**config.mk**
```make
export PLATFORM = sky130hd
export DESIGN_NAME = rotor_stage
export DESIGN_NICKNAME = d
export VERILOG_FILES = /design/src/rtl/rotor_stage.sv
export SDC_FILE = /design/constraint.sdc
export NUM_CORES = 1
export LEC_CHECK = 0
export ABC_AREA = 0
export BUFFER_PORTS_ARGS = -buffer_cell sky130_fd_sc_hd__buf_4
export CORE_MARGIN = 2
export CORE_UTILIZATION = 60
export CTS_CLUSTER_DIAMETER = 60
export CTS_CLUSTER_SIZE = 30
export DETAILED_ROUTE_END_ITERATION = 12
export HOLD_SLACK_MARGIN = 0.05
export PLACE_DENSITY = 0.8
export SYNTH_ARGS = -nofsm -noshare
export SYNTH_HDL_FRONTEND = slang
export SYNTH_SLANG_ARGS = --single-unit
```
**constraint.sdc**
```tcl
create_clock -name clk -period 10.8 [get_ports clk]
set_input_delay 2.7 -clock clk [delete_from_list [all_inputs] [get_ports clk]]
set_output_delay 2.7 -clock clk [all_outputs]
set_load 0.03 [all_outputs]
```
**src/rtl/rotor_stage.sv**
```systemverilog
// ============================================================================
//  Module   : rotor_stage
//  Brief    : Clocked Enigma rotor stage with programmable wiring, ring,
//             stepping, notch carry and optional double-step.
//  Revision : 1.0
// ============================================================================
`default_nettype none

module rotor_stage #(
    parameter int                   ALPHA       = 26,
    parameter int                   W           = 5,
    parameter logic [ALPHA*W-1:0]   WIRING      = {5'd9,  5'd2,  5'd17, 5'd1,  5'd8,  5'd0,
                                                   5'd15, 5'd18, 5'd20, 5'd23, 5'd7,  5'd24,
                                                   5'd22, 5'd14, 5'd19, 5'd13, 5'd25, 5'd21,
                                                   5'd16, 5'd3,  5'd6,  5'd11, 5'd5,  5'd12,
                                                   5'd10, 5'd4},
    parameter int                   NOTCH       = 16,
    parameter bit                   DOUBLE_STEP = 1'b0
) (
    input  logic         clk,
    input  logic         resetn,
    input  logic         load,
    input  logic [W-1:0] load_pos,
    input  logic [W-1:0] load_ring,
    input  logic         step_req,
    input  logic         step_in,
    input  logic         in_valid,
    input  logic         in_dir,
    input  logic [W-1:0] in_letter,
    output logic         out_valid,
    output logic [W-1:0] out_letter,
    output logic         out_err,
    output logic [W-1:0] pos,
    output logic         at_notch,
    output logic         carry_out
);

    localparam logic [W:0]   c_alpha = (W+1)'(ALPHA);
    localparam logic [W-1:0] c_notch = W'(NOTCH);

    function automatic logic [ALPHA*W-1:0] f_invert(input logic [ALPHA*W-1:0] wiring);
        logic [ALPHA*W-1:0] inv;
        inv = '0;
        for (int i = 0; i < ALPHA; i++) begin
            inv[int'(wiring[i*W +: W])*W +: W] = W'(i);
        end
        return inv;
    endfunction

    localparam logic [ALPHA*W-1:0] c_inv = f_invert(WIRING);

    // Operands are always < ALPHA, so a single conditional subtract suffices.
    function automatic logic [W-1:0] f_mod_add(input logic [W-1:0] a, input logic [W-1:0] b);
        logic [W:0] t;
        t = {1'b0, a} + {1'b0, b};
        if (t >= c_alpha) t = t - c_alpha;
        return t[W-1:0];
    endfunction

    function automatic logic [W-1:0] f_mod_sub(input logic [W-1:0] a, input logic [W-1:0] b);
        logic [W:0] t;
        t = {1'b0, a} + c_alpha - {1'b0, b};
        if (t >= c_alpha) t = t - c_alpha;
        return t[W-1:0];
    endfunction

    logic [W-1:0] r_pos;
    logic [W-1:0] r_ring;
    logic         r_out_valid;
    logic [W-1:0] r_out_letter;
    logic         r_out_err;

    logic         w_at_notch;
    logic         w_step;
    logic         w_in_err;
    logic [W-1:0] w_letter;
    logic [W-1:0] w_s;
    logic [W-1:0] w_w;
    logic [W-1:0] w_result;
    logic [W-1:0] w_load_pos;
    logic [W-1:0] w_load_ring;

    assign w_at_notch  = (r_pos == c_notch);
    assign w_step      = step_in | (DOUBLE_STEP & step_req & w_at_notch);
    assign w_in_err    = ({1'b0, in_letter} >= c_alpha);
    assign w_load_pos  = ({1'b0, load_pos}  >= c_alpha) ? '0 : load_pos;
    assign w_load_ring = ({1'b0, load_ring} >= c_alpha) ? '0 : load_ring;

    // Out-of-range letters are forced to 0 so the wiring lookup stays in range.
    assign w_letter = w_in_err ? '0 : in_letter;

    always_comb begin
        w_s      = f_mod_sub(f_mod_add(w_letter, r_pos), r_ring);
        w_w      = in_dir ? c_inv[int'(w_s)*W +: W] : WIRING[int'(w_s)*W +: W];
        w_result = f_mod_sub(f_mod_add(w_w, r_ring), r_pos);
    end

    always_ff @(posedge clk or negedge resetn) begin
        if (!resetn) begin
            r_pos        <= '0;
            r_ring       <= '0;
            r_out_valid  <= 1'b0;
            r_out_letter <= '0;
            r_out_err    <= 1'b0;
        end else begin
            if (load) begin
                r_pos  <= w_load_pos;
                r_ring <= w_load_ring;
            end else if (w_step) begin
                r_pos  <= f_mod_add(r_pos, W'(1));
            end
            r_out_valid <= in_valid;
            if (in_valid) begin
                r_out_letter <= w_in_err ? in_letter : w_result;
                r_out_err    <= w_in_err;
            end
        end
    end

    assign out_valid  = r_out_valid;
    assign out_letter = r_out_letter;
    assign out_err    = r_out_err;
    assign pos        = r_pos;
    assign at_notch   = w_at_notch;
    assign carry_out  = resetn & w_step & w_at_notch & ~load;

endmodule

`default_nettype wire

```
* Word level (Yosys, flattened, before mapping)
Index checks and enable logic that the tools add are counted. W data, S select, Z words.
Cells by class: add/sub/neg operators 12, multiply operators 1, order comparisons 8, equality and inequality tests 1, shift operators 2, mux-type cells 12, bitwise gates (word level) 4, reduce and logical (&&, ||, !) cells 1
Operators by type and width (count):
- $shiftx A130 B32 Y5 const A | 1
- $shiftx A130 B9 Y5 const A | 1
- $mux W5 | 12
- $ge A6 B5 Y1 const B | 5
- $sub A5 B5 Y5 const B | 5
- $ge A5 B5 Y1 const B | 3
- $add A5 B5 Y6 | 2
- $add A5 B5 Y6 const B | 2
- $sub A6 B5 Y6 | 2
- $mul A5 B3 Y8 const B | 1
- $add A5 B1 Y6 const B | 1
- $eq A5 B5 Y1 const B | 1
- $and A1 B1 Y1 | 3
- $reduce_bool A2 Y1 | 1
- $not A1 Y1 | 1
Storage, ports and cells: register bits after elaboration 17, bits of input ports 22, output and inout port bits 14, word-level logic and storage cells 46

* Longest topological paths before layout
word-level depth 20, depth in mapped cells 42, mapped depth without buffers 41

* Least setup slack after synthesis
No wires, ideal clock.
path type input to register, start point input in_letter[1], end point register r_out_letter[2], in the netlist out_letter[2], library setup time 125 ps, arrival time 10991 ps, required time 10675 ps, slack -316 ps, cell stages on the path 40, path buffers 1, cell sequence o211ai_1 > clkbuf_1 > and2_1 > ha_1 > fa_1 > a21o_1 > a21oi_1 > xnor2_1 > inv_1 > o21ai_0 > xnor2_1 > ha_1 > inv_1 > ha_1 > fa_1 > inv_1 > ha_1 > or4_2 > [4 not listed] > ha_1 > a21oi_1 > nand2_1 > xor2_1 > a21boi_0 > a21o_1 > xnor2_1 > ha_1 > inv_1 > ha_1 > fa_1 > a21o_1 > a21oi_1 > xnor2_1 > a21oi_1 > mux2i_1 > mux2_2 > mux2_2
Between the ends: cells in the longest elaborated chain, start to end 20, elaborated cells between the ends (all ways) 25
RTL lines:
- start: declaration | RTL line 29 | input logic [W-1:0] in_letter,
- $ge A5 B5 Y1 | RTL line 85 | assign w_in_err = ({1'b0, in_letter} >= c_alpha);
- $mux W5 | RTL line 90 | assign w_letter = w_in_err ? '0 : in_letter;
- $add A5 B5 Y6 | RTL line 55 | t = {1'b0, a} + {1'b0, b};
- $sub A5 B5 Y5 or $ge A6 B5 Y1 (tied branches) | RTL line 56 | if (t >= c_alpha) t = t - c_alpha;
- $mux W5 | RTL line 56
- $add A5 B5 Y6 | RTL line 62 | t = {1'b0, a} + c_alpha - {1'b0, b};
- $sub A6 B5 Y6 | RTL line 62
- $sub A5 B5 Y5 or $ge A6 B5 Y1 (tied branches) | RTL line 63 | if (t >= c_alpha) t = t - c_alpha;
- [4 not listed]
- $add A5 B5 Y6 | RTL line 55
- $sub A5 B5 Y5 or $ge A6 B5 Y1 (tied branches) | RTL line 56
- $mux W5 | RTL line 56
- $add A5 B5 Y6 | RTL line 62
- $sub A6 B5 Y6 | RTL line 62
- $sub A5 B5 Y5 or $ge A6 B5 Y1 (tied branches) | RTL line 63
- $mux W5 | RTL line 63
- $mux W5 (*) | RTL line 114 | r_out_letter <= w_in_err ? in_letter : w_result;
- end signal: assignment | RTL line 114
- end: declaration | RTL line 70 | logic [W-1:0] r_out_letter;
Mark *: on every way between the ends. The rest lies on a longest branch, timed or not. A chain may end at the register's enable or synchronous reset.

* Final worst setup path
start point input in_letter[4], end point register r_out_letter[2], in the netlist out_letter[2]
Same word-level chain as after synthesis.

==> qor.yml <==
status:
  status: "completed"
worst_setup_path:
  crit_required_ps: 10940
  worst_setup_path_start_kind: "input port"
  cp_common_cell: "a21o_1"
  worstPathMaxFanout: 8
  cpPeakStageDelay_ps: 390
  cpMaxStageDelayCell: "fa_2"
  worstSetupPathType: "input port to register"
  crit_path_end_kind: "register"
  arrival_ps: 10660
floorplan:
  coreArea_um2: 4790
  initial_utilization: 0.627
  rows: 25
  ios: 36
  die_w_um: 74.7
  die_area_um2: 5580
  die_h_um: 74.7
routing:
  vias: 3245
  wirelength_um: 9460
  via_per_inst: 6.20
  wl_per_cell_um: 18.1
  final_antenna_net_count: 0
  dr.pass1.iters: 5
  drcViolationCount: 0
  drt_iter0_markers: 252
yosys:
  synth_ff_type: "dfrtp_1"
  synth_edf_count: 0
  seq_area_frac_synth: 0.142
  ys_async_sr_fraction: 1.00
  syn_area_um2: 3000
  ys_types: 60
  syn-mean-instance-area_um2: 8.19
  synthTopCellsByArea: "ha_1 (18%), dfrtp_1 (14%), xnor2_1 (6.4%)"
  synth_top_area_frac: 0.184
  syn_inst: 366
  synth-seq-cells: 17
  yosysTopAreaCell: "ha_1"
  yosys_warnings: 0
  synth_nets: 436
clocking:
  cts_tree: "done"
  root_buffer: "clkbuf_8"
  htreeDepth: 1
  numCtsBuffers: 3
  cts_max_path_buffers: 2
  clkTransAtPathRegs_ps: 70
  clkLatencyLatePin_ps: 250
  cts.sinks: 17
place:
  place_congestion: 0.882
  place_hpwl_um: 6060
  dp_slack_ps: -387
  port_buffers: 34
global_route:
  grt_antenna_before_repair: 0
  grt_pass1_wl_um: 13200
  grt_max_degree: 21
  grt-ovfl-total: 0
  grtUsageTotal: 0.303
  grt_pass1_vias: 2977
timing:
  hold_viol: 0
  tightest_slew_ps: 515
  fmax_mhz: 95.1
  setup_violations: 0
  slew_headroom: 0.653
  drv_slew: 0
  tns_ps: 0
  fin_skew_ps: 0.892
  fin_ws_ps: 281
  min_period_ps: 10520
  fin_crit_sh: 0.974
  hold_ws_ps: 529
layout:
  antenna_cells: 0
  fin_nets: 527
  area_delta_synth_final_pct: 35.1
  utilization: 0.847
  drive_gt1_frac: 0.368
worst_hold_path:
  hold_path.class: "register to register"
run:
  maxCapViolations: 0
[worst paths after layout]
kind                                     from       endpoint  slack, ps  cells after the start
worst min register to register  out_letter[2]  out_letter[2]        530                      1
max in group asynchronous              resetn      r_ring[2]       8310                      1
worst max register to register         pos[0]  out_letter[2]       2620                     39
worst max-delay path             in_letter[4]  out_letter[2]        280                     42
min in group asynchronous              resetn  out_letter[4]       2300                      1
worst min-delay path            out_letter[2]  out_letter[2]        530                      1
[worst max-delay path: cells and delay by family]
kind            cells  cell delay [ps]
simple gates        4              470
xor+xnor            5              690
fa+ha+maj           9             2490
mux                 4              940
compound gates     14             2700
buf+inv             6              660
[logic make-up (layout without fill, tap and decap cells)]
logic type               after synthesis  in the layout  share of synthesized area
XOR/XNOR                              27             28                     0.0939
AO/OA/AOI/OAI                        112            112                      0.250
buffers and inverters                 59            148                     0.0889
flip-flops                            17             17                      0.142
adder cells (fa/ha/maj)               48             48                      0.210
multiplexers                          24             24                     0.0884
AND/OR/NAND/NOR                       79             79                      0.127
[cells in the final DEF, fill, tap and decap left out, types with 3 or more instances in the layout]
cell type	Yosys	layout
nor2_1	15	15
and2_1	5	3
inv_1	43	42
xnor2_1	22	18
fa_2	0	3
nand2_2	0	3
o211ai_1	6	6
clkbuf_8	1	3
nor2b_1	5	5
dfrtp_1	17	17
buf_4	0	98
ha_2	0	6
o21ai_0	26	24
ha_1	44	34
nand3_1	13	13
a21oi_1	27	16
a21oi_2	0	10
nand2_1	25	22
xnor2_2	0	5
a31oi_1	6	6
ha_4	0	4
a21o_1	9	9
nor3_1	6	5
mux2i_1	16	14
mux2_2	7	7
[layout make-up]
type                    count  area (um2)
multi-input cells         291        2570
repair buffers            100         758
fillers                   274         733
flip-flops and latches     17         425
inverters                  44         165
well taps                  67        83.8
clock buffers               3        41.3
clock inverters             1        5.00
[per-stage QoR]
step	area (um2)	instances
after floorplan	3010	366
after global placement	3670	509
after detailed placement	3670	509
after CTS	3780	517
after global routing	4050	523
final	4050	523
[what timing repair did]
action                                 CTS  global route
setup endpoints to repair                3             4
hold buffers                             0             0
buffers inserted                         4             5
gates cloned                             0             1
pin swaps                                7            30
resized for setup                        7            46
endpoints found under the hold margin    0             0
[synth_stat cells (2+ instances only)]
| library cell | instances |
|---|---|
| o32a_1 | 3 |
| inv_1 | 43 |
| o211a_1 | 2 |
| a32oi_1 | 2 |
| nor3_1 | 6 |
| nor4_1 | 2 |
| nand3_1 | 13 |
| nand2_1 | 25 |
| a21oi_1 | 27 |
| o22a_1 | 2 |
| o31ai_1 | 3 |
| clkbuf_1 | 6 |
| a21boi_0 | 2 |
| and3_1 | 2 |
| a21o_1 | 9 |
| o21ai_0 | 26 |
| xnor2_4 | 2 |
| nor2_1 | 15 |
| o221ai_1 | 2 |
| a31oi_1 | 6 |
| mux2i_1 | 16 |
| dfrtp_1 | 17 |
| xor2_1 | 2 |
| fa_1 | 4 |
| mux2_2 | 7 |
| a311oi_1 | 3 |
| nor2b_1 | 5 |
| o22ai_1 | 3 |
| buf_1 | 2 |
| and2_1 | 5 |
| buf_6 | 4 |
| a211oi_1 | 3 |
| o211ai_1 | 6 |
| xnor2_1 | 22 |
| ha_1 | 44 |
[state kept, by name, indices dropped and copies added (netlist names)]
register,flops
out_letter,5
pos,5
r_ring,5
out_err,1
out_valid,1
[metal layers]
layer,vias up,part of all wire,track usage
met5,-,0,0
met1,1494,0.36,0.344
met4,0,0.047,0.115
met2,202,0.51,0.569
li1,1510,-,-
met3,39,0.079,0.0442
Power is left out: the tool's default activity adds up to more than one toggle a clock period on the data nets, which glitch-free logic cannot reach.
